[config.mk]
export PLATFORM = sky130hd
export DESIGN_NAME = ysyx_22040750_memrd_arbiter
export DESIGN_NICKNAME = d
export VERILOG_FILES = /design/src/rtl/ysyx_22040750_memrd_arbiter.sv
export SDC_FILE = /design/constraint.sdc
export NUM_CORES = 1
export LEC_CHECK = 0
export ABC_AREA = 1
export CAP_MARGIN = 20
export CORE_AREA = 2 2 128 130
export CTS_CLUSTER_DIAMETER = 50
export CTS_CLUSTER_SIZE = 20
export DETAILED_ROUTE_END_ITERATION = 7
export DIE_AREA = 0 0 130 132
export PLACE_DENSITY_LB_ADDON = 0.3
export REMOVE_ABC_BUFFERS = 1
export SETUP_SLACK_MARGIN = 0.02
export SKIP_LAST_GASP = 1
export SLEW_MARGIN = 10
export SYNTH_ARGS = -nofsm -noshare
export SYNTH_HDL_FRONTEND = slang
export SYNTH_SLANG_ARGS = --single-unit
export TNS_END_PERCENT = 100
[constraint.sdc]
create_clock -name I_clk -period 1.6 [get_ports I_clk]
set_input_delay 0.48 -clock I_clk [delete_from_list [all_inputs] [get_ports I_clk]]
set_output_delay 0.48 -clock I_clk [all_outputs]
set_load 0.05 [all_outputs]
[src/rtl/ysyx_22040750_memrd_arbiter.sv]
// Read-channel arbiter: shares one AXI AR/R port between icache and dcache.
// One burst in flight at a time; the R beats are steered to the granted cache.
module ysyx_22040750_memrd_arbiter #(
  parameter int RR_EN = 1
) (
  input  logic        I_clk,
  input  logic        I_rst,
  input  logic [31:0] I_ic_araddr,
  input  logic [7:0]  I_ic_arlen,
  input  logic        I_ic_arvalid,
  output logic        O_ic_arready,
  output logic [63:0] O_ic_rdata,
  output logic        O_ic_rvalid,
  output logic        O_ic_rlast,
  input  logic [31:0] I_dc_araddr,
  input  logic [7:0]  I_dc_arlen,
  input  logic        I_dc_arvalid,
  output logic        O_dc_arready,
  output logic [63:0] O_dc_rdata,
  output logic        O_dc_rvalid,
  output logic        O_dc_rlast,
  output logic [31:0] O_mem_araddr,
  output logic [7:0]  O_mem_arlen,
  output logic [2:0]  O_mem_arsize,
  output logic        O_mem_arvalid,
  input  logic        I_mem_arready,
  input  logic [63:0] I_mem_rdata,
  input  logic        I_mem_rvalid,
  input  logic        I_mem_rlast,
  output logic        O_mem_rready,
  output logic [1:0]  O_dbg_state
);

  // Handshakes: a transfer happens on a rising edge where valid and ready are
  // both high; arready is only offered in IDLE, rready is always high.
  typedef enum logic [1:0] {
    S_IDLE = 2'd0,
    S_AR   = 2'd1,
    S_R    = 2'd2
  } state_t;

  state_t      state;
  logic        grant_dc;
  logic        last_dc;
  logic [31:0] addr_q;
  logic [7:0]  len_q;
  logic        any_req;
  logic        pick_dc;
  logic        accept;
  logic        in_r;

  assign any_req = I_ic_arvalid | I_dc_arvalid;

  // On a tie, round-robin favours whoever did not finish the previous burst.
  always_comb begin
    pick_dc = I_dc_arvalid;
    if (I_ic_arvalid && I_dc_arvalid) begin
      pick_dc = (RR_EN != 0) ? ~last_dc : 1'b1;
    end
  end

  assign accept = (state == S_IDLE) && any_req && !I_rst;

  always_ff @(posedge I_clk) begin
    if (I_rst) begin
      state    <= S_IDLE;
      grant_dc <= 1'b0;
      last_dc  <= 1'b0;
      addr_q   <= 32'd0;
      len_q    <= 8'd0;
    end else begin
      case (state)
        S_IDLE: begin
          if (any_req) begin
            grant_dc <= pick_dc;
            addr_q   <= pick_dc ? I_dc_araddr : I_ic_araddr;
            len_q    <= pick_dc ? I_dc_arlen : I_ic_arlen;
            state    <= S_AR;
          end
        end
        S_AR: begin
          if (I_mem_arready) state <= S_R;
        end
        S_R: begin
          if (I_mem_rvalid && I_mem_rlast) begin
            last_dc <= grant_dc;
            state   <= S_IDLE;
          end
        end
        default: state <= S_IDLE;
      endcase
    end
  end

  assign in_r = (state == S_R) && !I_rst;

  assign O_ic_arready  = accept & ~pick_dc;
  assign O_dc_arready  = accept & pick_dc;

  assign O_mem_araddr  = addr_q;
  assign O_mem_arlen   = len_q;
  assign O_mem_arsize  = 3'b011;
  assign O_mem_arvalid = (state == S_AR) && !I_rst;
  assign O_mem_rready  = 1'b1;

  assign O_ic_rdata    = I_mem_rdata;
  assign O_dc_rdata    = I_mem_rdata;
  assign O_ic_rvalid   = in_r & ~grant_dc & I_mem_rvalid;
  assign O_dc_rvalid   = in_r & grant_dc & I_mem_rvalid;
  assign O_ic_rlast    = in_r & ~grant_dc & I_mem_rvalid & I_mem_rlast;
  assign O_dc_rlast    = in_r & grant_dc & I_mem_rvalid & I_mem_rlast;

  assign O_dbg_state   = state;

endmodule

==> impl_metrics.toml <==
[global_routing]
grt_util_all_layers_pct = 23.1
gr-total-overflow = 0
first_global_vias = 3060
antenna_found_initial = 0
grt_max_degree = 35
grt_pass1_wl_um = 26600

[drt]
wl_um = 20500
via_per_inst = 4.31
antenna_left = 0
dr.pass1.iters = 5
drt_iter0_markers = 204
post_drt_wl_per_cell_um = 27.9
drc = 0
vias = 3170

[place]
dp_cells = 721
gp_congestion = 0.959
place_ws_ns = -0.697
dpl.hpwl_um = 17700
port_buffers = 135

[cells_and_area]
utilization_pct = 30.0
antenna_cells = 0
final_nets = 669
syn2layout_area_growth_pct = 45.1
n_fill_cell = 1650
drive_gt1_share_pct = 21.6
fin_cells = 735

[timing]
fin_ws_ns = -0.225
timing.fmax_ghz = 0.548
tns_ns = -1.19
holdWs_ns = 0.489
maxSlewViolCount = 0
min_period_ns = 1.82
setup_viol = 7
skew_ns = 0.00726
fin_crit_sh_pct = 114
rsz0062_at_grt = "true"
hold_viol_final = 0

[die]
dieWidth_um = 130
dieArea_um2 = 17200
ios = 332
core_um2 = 15700
row_count = 46
start_util_pct = 20.7
fp.dieH_um = 132

[setup_path]
critical_path_arrival_ns = 1.34
worstSetupPathType = "flip-flop to primary output"
end_kind = "primary output"
rrSetupSlack_ns = 0.04
critPathLaunchType = "flip-flop"
critPathRequiredTime_ns = 1.12
critPathMaxFanout = 4

[cts]
cts_buffer_depth = 2
hold_buffers = 0
cts_buffers = 5
clkTransAtPathRegs_ns = 0.06
clock_sinks = 44
worstSkewPairLatency_ns = 0.29
cts_root_buf = "clkbuf_16"
htree_num_levels = 2
cts_tree = "built"

[power]
ir_drop_v = 0.000419
p_leak_nw = 2.19
p_per_area_nw_per_um2 = 911

[run_status]
status = "finished with violations"
failed_checks = "setup timing"

[logic_synthesis]
muxShareOfSynthArea_pct = 0
yosys_register_bits = 44
synth_warnings = 0
syn_area_per_cell_um2 = 6.49
yosys.area_share.simple_pct = 31.0
ys_types = 20
synthesis.instances = 500
syn_area_um2 = 3250
synth_xor_area_share_pct = 0
synth_top_family_by_area = "buffers and inverters"
synth_compound_area_share_pct = 2.24
synth-seq-area-share_pct = 27.1
synthAdderAreaFrac_pct = 0

[min_path]
hold_path.class = "flip-flop to flip-flop"

[flow_run]
cap_viol_max_count = 0
[cell type report]
class	instances	area, µm²	share of cell area, %
Clock inverter	2	35.0	0.743
Multi-Input combinational cell	262	1180	25.0
Timing Repair Buffer	164	2060	43.7
Clock buffer	6	129	2.74
Tap cell	216	270	5.74
Sequential cell	44	886	18.8
Inverter	41	154	3.27
[path summary, 6_finish.rpt]
check | from | endpoint | depth (start not counted)
min reg2reg | O_mem_araddr[31] | O_mem_araddr[31] | 2
max reg2reg | O_dbg_state[0] | O_mem_araddr[1] | 8
max | O_dbg_state[0] | O_ic_arready | 6
min | O_mem_araddr[31] | O_mem_araddr[31] | 2
[power by group]
group / total (mW) / internal [mW] / leakage [nW] / switching, mW
Combinational: 1.75 / 0.821 / 1.75 / 0.925
Sequential: 1.36 / 1.22 / 0.364 / 0.134
Clock: 1.19 / 0.736 / 0.0808 / 0.452
[worst max-delay path, stage by stage, from the launching register on]
cell     delay (ns)
dfxtp_4        0.36
inv_1          0.08
nand2_1        0.09
nor2_4         0.12
nand2_4        0.10
a21oi_4        0.15
buf_12         0.15
[cell usage in the layout (no fill, tap or decap), types with 2 or more instances in the layout]
cell type	count
nand2_1	144
nor2_1	29
clkbuf_16	5
inv_1	38
nor2_2	3
conb_1	4
buf_2	2
buf_4	26
clkdlybuf4s50_1	81
buf_12	49
buf_6	3
nand2_2	3
nand3_1	55
inv_2	3
nor2_4	6
dfxtp_1	42
a21oi_1	11
clkdlybuf4s15_2	2
[metrics by stage]
stage          area, µm²  power (mW)
2_1_floorplan       2130        2.07
3_3_place_gp        4420        3.08
3_5_place_dp        4420        3.09
4_1_cts             4690        4.34
5_1_grt             4710        4.48
6_report            4710        4.29
[layer usage]
metal  up-vias  track usage (%)  wire length, µm
met3        27             28.4             5410
li1       1411                -                -
met5         -             10.3              189
met4         6             5.97              512
met2       350             34.4             8630
met1      1376             18.3             5740
[synthesized netlist by cell type]
| cell | count | area [µm²] |
|---|---|---|
| a21oi_1 | 12 | 60.1 |
| buf_2 | 17 | 85.1 |
| buf_4 | 133 | 998 |
| buf_6 | 3 | 33.8 |
| clkbuf_1 | 1 | 3.75 |
| clkbuf_2 | 1 | 5.00 |
| conb_1 | 2 | 7.51 |
| dfxtp_1 | 44 | 881 |
| inv_1 | 40 | 150 |
| inv_2 | 1 | 3.75 |
| nand2_1 | 146 | 548 |
| nand2_2 | 2 | 12.5 |
| nand3_1 | 56 | 280 |
| nor2_1 | 36 | 135 |
| nor2_2 | 1 | 6.26 |
| nor2_4 | 1 | 11.3 |
| nor3_1 | 1 | 5.00 |
| nor3b_1 | 1 | 7.51 |
| o21ai_0 | 1 | 5.00 |
| o31ai_1 | 1 | 7.51 |
[logic make-up after synthesis]
kind of cell | Yosys count
simple gates | 244
buf+inv | 196
flops | 44
compound gates | 14
other cells | 2
[registers in the layout (all words and copies together), names as in the netlist]
name          cells
grant_dc          1
O_mem_araddr     32
last_dc           1
O_dbg_state       2
O_mem_arlen       8
[repair_timing]
action / 4_1_cts / 5_1_grt
pin swaps: 8 / 4
endpoints found under the setup margin: 48 / 31
setup buffers: 5 / 1
resized for setup: 38 / 7
(Power assumes the default switching activity.)
